$ cat config.mk
export PLATFORM = sky130hd
export DESIGN_NAME = pipe_inv_flat
export DESIGN_NICKNAME = d
export VERILOG_FILES = /design/src/rtl/pipe_inv_if.sv /design/src/rtl/pipe_inv.sv /design/src/flat_wrapper.sv
export SDC_FILE = /design/constraint.sdc
export NUM_CORES = 1
export LEC_CHECK = 0
export ABC_CLOCK_PERIOD_IN_PS = 6100
export CORE_ASPECT_RATIO = 2
export CORE_MARGIN = 2
export CORE_UTILIZATION = 31
export DETAILED_ROUTE_END_ITERATION = 10
export DONT_BUFFER_PORTS = 1
export GPL_ROUTABILITY_DRIVEN = 0
export GPL_TIMING_DRIVEN = 0
export PLACE_DENSITY = 0.42
export SLEW_MARGIN = 5
export SYNTH_ARGS = -nofsm -noshare
export SYNTH_HDL_FRONTEND = slang
export SYNTH_SLANG_ARGS = --single-unit
$ cat constraint.sdc
create_clock -name clk -period 6.1 [get_ports clk]
set_clock_uncertainty 0.05 [all_clocks]
set_input_delay 0.61 -clock clk [delete_from_list [all_inputs] [get_ports clk]]
set_output_delay 0.61 -clock clk [all_outputs]
set_load 0.01 [all_outputs]
$ cat src/rtl/pipe_inv_if.sv
// pipe_inv_if: handshake bundle for pipe_inv.
//   f, b, c, d  - forward result and the operands used to form it
//   in_valid    - f/b/c/d valid this cycle
//   in_ready    - block accepts input this cycle
//   a           - recovered operand
//   out_valid   - a valid
//   out_ready   - downstream accepts a this cycle
//   count       - transactions in flight, 0..3
// slave is the block's view, master is the driver/consumer view.
interface pipe_inv_if #(
    parameter int unsigned N = 10
);
    logic [N-1:0] f;
    logic [N-1:0] b;
    logic [N-1:0] c;
    logic [N-1:0] d;
    logic         in_valid;
    logic         in_ready;
    logic [N-1:0] a;
    logic         out_valid;
    logic         out_ready;
    logic [1:0]   count;

    modport slave (
        input  f, b, c, d, in_valid, out_ready,
        output in_ready, a, out_valid, count
    );

    modport master (
        output f, b, c, d, in_valid, out_ready,
        input  in_ready, a, out_valid, count
    );
endinterface

$ cat src/rtl/pipe_inv.sv
// pipe_inv: three-stage pipelined inverse of the forward adder pipeline.
// Recovers A = F - B - C (mod 2^N) through stages mirroring the forward block:
//   stage 1: x1 = F - B, x2 = C - D, d1 = D
//   stage 2: x3 = x1 - x2, d2 = d1
//   stage 3: a  = x3 - d2
// Ports:
//   clk    - rising-edge clock
//   rst_n  - synchronous active-low reset
//   bus_io - pipe_inv_if slave modport (input F/B/C/D handshake, output A
//            handshake, in-flight count)
module pipe_inv #(
    parameter int unsigned N = 10
) (
    input  logic       clk,
    input  logic       rst_n,
    pipe_inv_if.slave  bus_io
);

    logic         v1_q, v1_d;
    logic         v2_q, v2_d;
    logic         v3_q, v3_d;
    logic [N-1:0] x1_q, x1_d;
    logic [N-1:0] x2_q, x2_d;
    logic [N-1:0] d1_q, d1_d;
    logic [N-1:0] x3_q, x3_d;
    logic [N-1:0] d2_q, d2_d;
    logic [N-1:0] a_q,  a_d;
    logic [1:0]   count_q, count_d;

    logic adv1, adv2, adv3;
    logic in_xfer, out_xfer;

    always_comb begin
        // Ready ripples back combinationally so a bubble anywhere lets the
        // stages behind it advance even while stage 3 is stalled.
        adv3 = !v3_q || bus_io.out_ready;
        adv2 = !v2_q || adv3;
        adv1 = !v1_q || adv2;

        in_xfer  = bus_io.in_valid && adv1;
        out_xfer = v3_q && bus_io.out_ready;

        v1_d    = v1_q;
        v2_d    = v2_q;
        v3_d    = v3_q;
        x1_d    = x1_q;
        x2_d    = x2_q;
        d1_d    = d1_q;
        x3_d    = x3_q;
        d2_d    = d2_q;
        a_d     = a_q;
        count_d = count_q;

        // Data loads unconditionally on advance; it is only meaningful when
        // the accompanying valid bit is set.
        if (adv1) begin
            v1_d = bus_io.in_valid;
            x1_d = bus_io.f - bus_io.b;
            x2_d = bus_io.c - bus_io.d;
            d1_d = bus_io.d;
        end

        if (adv2) begin
            v2_d = v1_q;
            x3_d = x1_q - x2_q;
            d2_d = d1_q;
        end

        if (adv3) begin
            v3_d = v2_q;
            a_d  = x3_q - d2_q;
        end

        if (in_xfer && !out_xfer) begin
            count_d = count_q + 2'd1;
        end else if (!in_xfer && out_xfer) begin
            count_d = count_q - 2'd1;
        end
    end

    always_ff @(posedge clk) begin
        if (!rst_n) begin
            v1_q    <= 1'b0;
            v2_q    <= 1'b0;
            v3_q    <= 1'b0;
            x1_q    <= '0;
            x2_q    <= '0;
            d1_q    <= '0;
            x3_q    <= '0;
            d2_q    <= '0;
            a_q     <= '0;
            count_q <= 2'd0;
        end else begin
            v1_q    <= v1_d;
            v2_q    <= v2_d;
            v3_q    <= v3_d;
            x1_q    <= x1_d;
            x2_q    <= x2_d;
            d1_q    <= d1_d;
            x3_q    <= x3_d;
            d2_q    <= d2_d;
            a_q     <= a_d;
            count_q <= count_d;
        end
    end

    assign bus_io.in_ready  = adv1;
    assign bus_io.a         = a_q;
    assign bus_io.out_valid = v3_q;
    assign bus_io.count     = count_q;

endmodule

$ cat src/flat_wrapper.sv
// flat-port wrapper written by rule: the top's interface ports become plain ports
module pipe_inv_flat 
#(
    parameter int unsigned N = 10
)
  (clk, rst_n, bus_io_f, bus_io_b, bus_io_c, bus_io_d, bus_io_in_valid, bus_io_out_ready, bus_io_in_ready, bus_io_a, bus_io_out_valid, bus_io_count);
  pipe_inv_if #(.N(N)) bus_io_i ();
  input  logic clk;
  input  logic rst_n;
  input wire logic [$bits(bus_io_i.f)-1:0] bus_io_f;
  input wire logic [$bits(bus_io_i.b)-1:0] bus_io_b;
  input wire logic [$bits(bus_io_i.c)-1:0] bus_io_c;
  input wire logic [$bits(bus_io_i.d)-1:0] bus_io_d;
  input wire logic [$bits(bus_io_i.in_valid)-1:0] bus_io_in_valid;
  input wire logic [$bits(bus_io_i.out_ready)-1:0] bus_io_out_ready;
  output wire logic [$bits(bus_io_i.in_ready)-1:0] bus_io_in_ready;
  output wire logic [$bits(bus_io_i.a)-1:0] bus_io_a;
  output wire logic [$bits(bus_io_i.out_valid)-1:0] bus_io_out_valid;
  output wire logic [$bits(bus_io_i.count)-1:0] bus_io_count;
  assign bus_io_i.f = bus_io_f;
  assign bus_io_i.b = bus_io_b;
  assign bus_io_i.c = bus_io_c;
  assign bus_io_i.d = bus_io_d;
  assign bus_io_i.in_valid = bus_io_in_valid;
  assign bus_io_i.out_ready = bus_io_out_ready;
  assign bus_io_in_ready = bus_io_i.in_ready;
  assign bus_io_a = bus_io_i.a;
  assign bus_io_out_valid = bus_io_i.out_valid;
  assign bus_io_count = bus_io_i.count;
  pipe_inv #(.N(N)) u_core (.clk(clk), .rst_n(rst_n), .bus_io(bus_io_i));
endmodule
==> results.md, run 1 <==
- Sequential area share after synthesis: 31.0%
- Diode count: 0
- Critical path fanouts, max: 10
- Count of final hold-check violations: 0
- FMAX: 369 MHz
- Vias per cell: 5.46
- Power Density: 314 nW/um2
- Die height: 169 um
- Top post-synthesis cells by count: nand2_1, dfxtp_1, inv_1, a21oi_1, ha_1
- P&R area growth vs syn: 11.4%
- Status: complete, no violations
- Final ANT Viol Nets: 0
- Number of fill cells: 1482
- Iter 0 DRT Violations: 142
- IO Port Bufs: 0
- CTS tree: yes
- Max-slew violations: 0
- Cells on worst reg2reg path: 10
- Post-CTS sizing: 0
- Fraction of layout cells with a size suffix above 1: 5.67%
- Clock power share: 34.6%
- Nets: 629
- WHS Path Cells: 2
- Fin cells: 702
- Final period util: 44.4%
- Hold EP: u_core.v1_q$_SDFFE_PN0N_
- Synth Register Bits: 65
- Avg Synthesized Cell Area: 7.89 um2
- Setup Buffers After CTS: 0
- Synth area leaders: dfxtp_1, ha_1, nand2_1, a21oi_1, inv_1
- HP Start: bus_io_in_valid
- Clock input transition at the sequential cells of the worst setup and hold paths: 60 ps
- Vias in the first global route: 3832
- IR drop worst, VDD: 0.132 mV
- Post-CTS Hold Buffers: 0
- Post-route setup slack: 3390 ps
- DR pass1 iterations: 7
- Leakage: 1.99 nW
- Switch Pwr: 475 uW
- Final setup fails: 0
- Register share of total power: 36.8%
- DP Cell Count: 688
- Syn Inst Count: 533
- Initial Util: 31.5%
- Worst-Margin Slew: 687 ps
- Most common flop cell mapped by yosys: dfxtp_1
- Internal reg-to-reg setup slack: 3390 ps
- DP Area: 4400 um2
- Mapped Nets: 618
- Netlist cell types: 52
- Worst EP required: 6310 ps
- Number of synthesized flops with an enable pin: 0
- Most common cell in the synthesized netlist: nand2_1
- Initial antenna violation count: 0
- DRC Markers: 0
- Largest net degree at the start of global routing: 11
- Max Root-Sink Buffers: 2
- Total CTS buffers: 9
- Die W: 86.3 um
- Async SR Flop Fraction: 0%
- Htree depth: 3
- Post-DP HPWL: 10600 um
- Reg2reg start: u_core.bus_io.out_valid$_SDFFE_PN0P_
- First-pass GRT wire length: 20300 um
- Post-synth top area cell: dfxtp_1
- Die area: 14600 um2
- Setup TNS: 0 ps
- Total track usage: 18.4%
- YS warnings: 0
- Placement Rows: 60
- Detailed Route WL: 13200 um
- CP Capture Type: flop
- Via count: 3830
- CP Launch Type: flop
- Worst slew margin: 54.2%
- Design area: 4680 um2
- Congestion Overflow GR: 0
- Yosys top cell area share: 31.0%
- Clock Latency Late Sink: 330 ps
- CORE AREA: 13400 um2
- IO Count: 58
- Min Tclk post-route: 2710 ps
- Kind of critical path: reg2reg
- Total power: 1.47 mW
- HP Class: in2reg
- Comb power frac: 28.5%
- Routed wire length per instance: 18.8 um
- Arrival time worst endpoint: 2920 ps
- Internal power: 993 uW
- RSZ-0062 raised after global routing: false
- Clock root buffer: clkbuf_16
- Post-synthesis cell area: 4200 um2
- CTS Sinks: 65
- Pre-CTS setup slack: 3100 ps
- FF-to-FF End: u_core.bus_io.count[1]$_SDFFE_PN0P_
- Switching share of power: 32.4%
- Total of max-cap violations: 0
==> logic make-up after synthesis <==
kind of cell	after synthesis	share of synthesized area, %
buffers and inverters	80	7.80
AO/OA/AOI/OAI	132	20.8
XOR/XNOR	10	2.08
AND/OR/NAND/NOR	200	24.2
multiplexers	5	1.25
flip-flops	65	31.0
adder cells (fa/ha/maj)	41	12.9
==> routing by layer <==
metal  vias up  global-route usage, %  share of wire, %
met5         -                      0                 0
met4         0                   7.81               2.9
met3        22                   2.19               3.2
met2       100                   36.5                57
met1      1796                   18.5                37
li1       1912                      -                 -
==> through the flow <==
step / utilization, % / hold WS (ps)
after floorplan: - / 382
after CTS: 35.0 / 340
after detailed placement: 32.9 / 396
after global placement: 32.9 / 394
after global routing: 35.0 / 361
final: 35.0 / 353
==> sequential cells by signal, summed over array words and instances (netlist names) <==
register                 count
u_core.d2_q                 10
u_core.x2_q                 10
u_core.x3_q                 10
u_core.bus_io.out_valid      1
u_core.d1_q                 10
u_core.x1_q                 10
u_core.bus_io.a             10
u_core.v2_q                  1
u_core.bus_io.count          2
u_core.v1_q                  1
==> final cells by class <==
type	instances	area (um2)	area share [%]
Buffer	28	133	2.83
Sequential cell	65	1300	27.8
Clock inverter	4	45.0	0.962
Tap cell	155	194	4.14
Inverter	52	195	4.17
Clock buffer	10	239	5.11
Multi-Input combinational cell	388	2570	55.0
==> power groups by stage <==
stage / clock network, mW / logic [mW] / registers (mW)
floorplan: 0 / 0.321 / 0.538
global placement: 0 / 0.410 / 0.550
detailed placement: 0 / 0.415 / 0.553
CTS: 0.519 / 0.419 / 0.543
global route: 0.532 / 0.471 / 0.550
finish: 0.508 / 0.419 / 0.541
==> cell usage in the layout (no fill, tap or decap), drive strengths merged, types with 2 or more instances in the layout <==
| cell type | netlist | layout |
|---|---|---|
| nand3b | 2 | 2 |
| clkbuf | 16 | 26 |
| nand4 | 2 | 2 |
| nor4b | 6 | 6 |
| a21o | 6 | 6 |
| clkinv | 1 | 4 |
| nand2 | 72 | 72 |
| dfxtp | 65 | 65 |
| o2111ai | 2 | 2 |
| ha | 37 | 37 |
| inv | 51 | 51 |
| o31a | 4 | 4 |
| a2111oi | 2 | 2 |
| o31ai | 4 | 4 |
| nand2b | 2 | 2 |
| buf | 12 | 12 |
| a21oi | 45 | 45 |
| a311o | 3 | 3 |
| o211ai | 15 | 15 |
| a31oi | 4 | 4 |
| xnor2 | 3 | 3 |
| nor2 | 24 | 24 |
| mux2i | 3 | 3 |
| or3 | 16 | 16 |
| and2 | 7 | 7 |
| xor2 | 7 | 7 |
| nand3 | 27 | 27 |
| or4 | 3 | 3 |
| o21a | 13 | 13 |
| a211oi | 10 | 10 |
| mux2 | 2 | 2 |
| o21ai | 13 | 13 |
| fa | 4 | 4 |
| a211o | 5 | 5 |
| nand4b | 11 | 11 |
| nor2b | 4 | 4 |
| a32oi | 2 | 2 |
| nor3 | 14 | 14 |
| and3 | 5 | 5 |
==> worst max-delay path: stages (launching register included) <==
cell and delay [ps]:
dfxtp_1 440, and3b_1 210, buf_6 140, and2_4 150, buf_6 120, clkinv_1 190, buf_2 290, and2_1 210
ha_1 330, or3_1 360, a21oi_1 140
==> worst max path at each step <==
| stage | slack [ps] | to | cells after the start | start |
|---|---|---|---|---|
| 4_1_cts | 3390 | u_core.bus_io.count[1]$_SDFFE_PN0P_ | 10 | u_core.bus_io.out_valid$_SDFFE_PN0P_ |
| 3_5_place_dp | 3100 | u_core.bus_io.count[1]$_SDFFE_PN0P_ | 6 | rst_n |
| 3_3_place_gp | 3110 | u_core.d1_q[3]$_SDFFE_PN0N_ | 6 | rst_n |
| 5_1_grt | 3270 | u_core.bus_io.count[1]$_SDFFE_PN0P_ | 10 | u_core.bus_io.out_valid$_SDFFE_PN0P_ |
| 6_report | 3390 | u_core.bus_io.count[1]$_SDFFE_PN0P_ | 10 | u_core.bus_io.out_valid$_SDFFE_PN0P_ |
| 2_1_floorplan | 3560 | u_core.bus_io.count[1]$_SDFFE_PN0P_ | 10 | bus_io_out_ready |
Note: power is estimated with default switching activity, not from simulation.
==> run 2, diff against run 1 <==
- ABC_CLOCK_PERIOD_IN_PS: 6100 -> 2400
- PLACE_DENSITY: 0.42 -> 0.43
- clock period: 6.1 -> 2.4 ns (I/O delays scaled with it)
==> run 2 against run 1 <==
  * Core utilization up 0.94 points
  * Worst hold slack worse by 330 ps
  * Via count up 0.89%
  * Final cell count up 1.6%
  * Setup slack worse by 3300 ps
  * Largest power group unchanged
==> results.md, run 2 (synthesized netlist as in run 1, its figures left out) <==
- Sequential Area: 1310 um2
- RSZ-0062 raised after global routing: false
- Crit-path slowest cell: o21ai_1
- CP Launch Type: flop
- Switch Pwr: 1.25 mW
- P&R area growth vs syn: 14.3%
- Total track usage: 19.1%
- Critical path fanouts, max: 6
- CTS Sinks: 65
- Worst-Margin Slew: 771 ps
- DR pass1 iterations: 4
- Worst-path cell chain: inv_1 > ha_1 > nor2b_1 > o31a_1 > o21ai_1 > a2111oi_0 > a311o_1
- Setup TNS: 0 ps
- Die area: 14600 um2
- Min Tclk post-route: 2310 ps
- Routed wire length per instance: 18.6 um
- Power Density: 790 nW/um2
- Diode count: 0
- Design area: 4810 um2
- Clock root buffer: clkbuf_16
- Die height: 169 um
- Clock power share: 35.1%
- Clock Latency Late Sink: 330 ps
- CP delay by family, top: compound AO/OA/AOI/OAI gates
- Setup Buffers After CTS: 0
- Vias in the first global route: 3976
- Multi-input logic area: 2580 um2
- FMAX: 433 MHz
- Final setup fails: 0
- Max Root-Sink Buffers: 2
- Switching share of power: 32.8%
- Total of max-cap violations: 0
- Detailed Route WL: 13300 um
- Leading cell type in the layout, fill and taps excluded: nand2_1
- Die W: 86.3 um
- Worst slew margin: 48.6%
- Most frequent cells in the layout: nand2_1, dfxtp_1, inv_1
- Worst EP required: 2570 ps
- Vias per cell: 5.42
- DRC Markers: 0
- CTS tree: yes
- Nets: 638
- Internal power: 2.55 mW
- DP Area: 4400 um2
- Comb power frac: 28.7%
- Initial antenna violation count: 0
- Number of fill cells: 1450
- IR drop worst, VDD: 0.315 mV
- Initial Util: 31.5%
- Final period util: 96.2%
- Final ANT Viol Nets: 0
- Congestion Overflow GR: 0
- Clock input transition at the sequential cells of the worst setup and hold paths: 60 ps
- IO Port Bufs: 0
- HP Class: in2reg
- Iter 0 DRT Violations: 129
- Total CTS buffers: 9
- First-pass GRT wire length: 21100 um
- Register share of total power: 36.2%
- Arrival time worst endpoint: 2480 ps
- IO Count: 58
- Leakage: 2.03 nW
- Placement Rows: 60
- WP buf/inv: 1
- Worst Hold Slack: 20.7 ps
- Post-DP HPWL: 10600 um
- CORE AREA: 13400 um2
- CP Capture Type: flop
- Max stage delay on crit path: 480 ps
- Fraction of layout cells with a size suffix above 1: 6.63%
- Max-slew violations: 0
- Largest net degree at the start of global routing: 12
- Via count: 3864
- Htree depth: 3
- Post-layout util: 36.0%
- Kind of critical path: reg2reg
- Status: complete, no violations
- Count of final hold-check violations: 0
==> run 2: path summary, 6_finish.rpt <==
kind                                     from                              end  slack [ps]  cells after the start
hold reg to reg   u_core.d1_q[5]$_SDFFE_PN0N_      u_core.d1_q[5]$_SDFFE_PN0N_         400                      2
setup / recovery  u_core.d2_q[1]$_SDFFE_PN0P_  u_core.bus_io.a[5]$_SDFFE_PN0P_          90                      7
hold / removal                    bus_io_d[6]      u_core.d1_q[6]$_SDFFE_PN0N_          20                      2
setup reg to reg  u_core.d2_q[1]$_SDFFE_PN0P_  u_core.bus_io.a[5]$_SDFFE_PN0P_          90                      7
==> run 2: layout make-up <==
cell class              instances  share of cell area [%]
inverters                      52                    4.11
repair buffers                  9                    1.87
clock inverters                 5                    1.15
flip-flops and latches         65                    27.2
clock buffers                  11                    5.05
multi-input cells             388                    53.7
plain buffers                  28                    2.92
well taps                     155                    4.04
==> run 2: metrics by stage <==
stage | cells | setup slack, ps | power, mW
finish | 713 | 90.5 | 3.80
floorplan | 533 | 91.1 | 2.18
global route | 713 | 3.32 | 4.04
CTS | 713 | 0.464 | 3.82
detailed placement | 688 | -242 | 2.46
global placement | 688 | -254 | 2.44
==> run 2: repair_timing <==
item | in CTS | in global routing
hold buffers | 9 | 0
resized for setup | 4 | 7
setup endpoints to repair | 2 | 7
pin swaps | 0 | 1
hold endpoints to repair | 9 | 0
==> run 2: power groups by stage <==
stage                     clock [mW]  combinational, mW  sequential [mW]
after global routing            1.41               1.23             1.40
after detailed placement           0               1.06             1.40
after floorplan                    0              0.815             1.37
final                           1.33               1.09             1.37
after global placement             0               1.04             1.40
after CTS                       1.36               1.08             1.38
==> run 2: per-layer routing <==
layer	GRT usage [%]	wire, um	part of all wire (%)
met5	0	0	0
met4	9.24	473	3.6
met3	2.34	436	3.3
met2	37.3	7540	57
met1	18.9	4840	36
==> run 3, diff against run 2 <==
- RECOVER_POWER: default -> 50
==> run 3 against run 2 <==
  * Flip-flop and latch count is the same
  * Non-clock buffer count is the same
  * Setup slack gained 1.1 ps
  * Sequential share of layout area is essentially flat
  * Wire length is essentially flat
==> results.md, run 3 (synthesized netlist as in run 1, its figures left out) <==
- Status: complete, no violations
- CTS tree: yes
- Diode count: 0
- Vias per cell: 5.39
- IO Count: 58
- Max Root-Sink Buffers: 2
- Largest net degree at the start of global routing: 12
- Final setup fails: 0
- Kind of critical path: reg2reg
- Detailed Route WL: 13300 um
- Worst EP required: 2570 ps
- Comb power frac: 28.6%
- Count of final hold-check violations: 0
- Die area: 14600 um2
- Total track usage: 19.1%
- Switch Pwr: 1.24 mW
- HP Class: in2reg
- Routed wire length per instance: 18.7 um
- Arrival time worst endpoint: 2470 ps
- Initial antenna violation count: 0
- Worst slew margin: 48.6%
- CORE AREA: 13400 um2
- Clock power share: 35.1%
- FMAX: 433 MHz
- Die height: 169 um
- Vias in the first global route: 3976
- Internal power: 2.55 mW
- RSZ-0062 raised after global routing: false
- IO Port Bufs: 0
- First-pass GRT wire length: 21100 um
- Final ANT Viol Nets: 0
- Setup Buffers After CTS: 0
- Critical path fanouts, max: 6
- Leading cell type in the layout, fill and taps excluded: nand2_1
- Htree depth: 3
- Clock root buffer: clkbuf_16
- DP Cell Count: 688
- Internal reg-to-reg setup slack: 90 ps
- IR drop worst, VDD: 0.314 mV
- Register share of total power: 36.2%
- Worst Hold Slack: 21.0 ps
- Placement Rows: 60
- Setup TNS: 0 ps
- Iter 0 DRT Violations: 139
- Most frequent cells in the layout: nand2_1, dfxtp_1, inv_1
- CP Capture Type: flop
- Max-slew violations: 0
- Crit-path slowest cell: o21ai_1
- Clock Latency Late Sink: 330 ps
- Fin cells: 713
- Leakage: 2.02 nW
- Max stage delay on crit path: 480 ps
- Power Density: 790 nW/um2
- Clock input transition at the sequential cells of the worst setup and hold paths: 60 ps
- Fraction of layout cells with a size suffix above 1: 5.91%
- Worst-Margin Slew: 772 ps
- DRC Markers: 0
- Total of max-cap violations: 0
- Min Tclk post-route: 2310 ps
- P&R area growth vs syn: 14.1%
- Via count: 3846
- Worst-path cell chain: inv_1 > ha_1 > nor2b_1 > o31a_1 > o21ai_1 > a2111oi_0 > a311o_1
- Total power: 3.79 mW
- Total CTS buffers: 9
- Congestion Overflow GR: 0
- Initial Util: 31.5%
- CTS Sinks: 65
- Post-DP HPWL: 10600 um
- Switching share of power: 32.8%
- CP Launch Type: flop
- DR pass1 iterations: 4
- Final period util: 96.2%
- Die W: 86.3 um
- Nets: 638
## run 3: final timing paths
check / from / to / cells after the start
worst max-delay path: u_core.d2_q[1]$_SDFFE_PN0P_ / u_core.bus_io.a[5]$_SDFFE_PN0P_ / 7
worst max register to register: u_core.d2_q[1]$_SDFFE_PN0P_ / u_core.bus_io.a[5]$_SDFFE_PN0P_ / 7
worst min-delay path: bus_io_d[6] / u_core.d1_q[6]$_SDFFE_PN0N_ / 2
worst min register to register: u_core.d1_q[5]$_SDFFE_PN0N_ / u_core.d1_q[5]$_SDFFE_PN0N_ / 2
## run 3: worst max-delay path, delay by kind of cell, from the launching register on
kind	cells	cell delay, ps
AO/OA/AOI/OAI	4	1310
adder cells (fa/ha/maj)	1	290
buffers and inverters	1	70
flip-flops	1	330
AND/OR/NAND/NOR	1	140
## run 3: final cells by class
cell class                 instances  area, um2
sequential                        65       1310
timing repair buffer               9       90.1
inverter                          52        198
clock inverter                     5       55.1
buffer                            28        136
clock buffer                      11        243
multi-input combinational        388       2570
tap                              155        194
fill                            1453       8570
## run 3: per-stage QoR
| stage | setup slack (ps) | instance area, um2 | util [%] |
|---|---|---|---|
| final | 91.6 | 4800 | 35.9 |
| after global routing | 3.32 | 4800 | 35.9 |
| after global placement | -254 | 4400 | 32.9 |
| after floorplan | 91.1 | 4200 | - |
| after CTS | 0.464 | 4790 | 35.9 |
| after detailed placement | -242 | 4400 | 32.9 |
## run 3: per-layer routing
layer  up-vias  wire [um]  track usage [%]
li1       1933          -                -
met1      1800       4880             18.9
met2        82       7500             37.3
met3        31        407             2.34
met4         0        510             9.24
met5         -          0                0
## run 3: power by group through the flow
stage                     registers [mW]  logic, mW  clock network (mW)
after global placement              1.40       1.04                   0
after global routing                1.40       1.23                1.41
after CTS                           1.38       1.08                1.36
after floorplan                     1.37      0.815                   0
after detailed placement            1.40       1.06                   0
final                               1.37       1.09                1.33
## run 3: what timing repair did
item | CTS | global route
hold buffers | 9 | 0
gates resized for setup | 4 | 7
endpoints found under the hold margin | 9 | 0
endpoints found under the setup margin | 2 | 7
pin swaps | 0 | 1
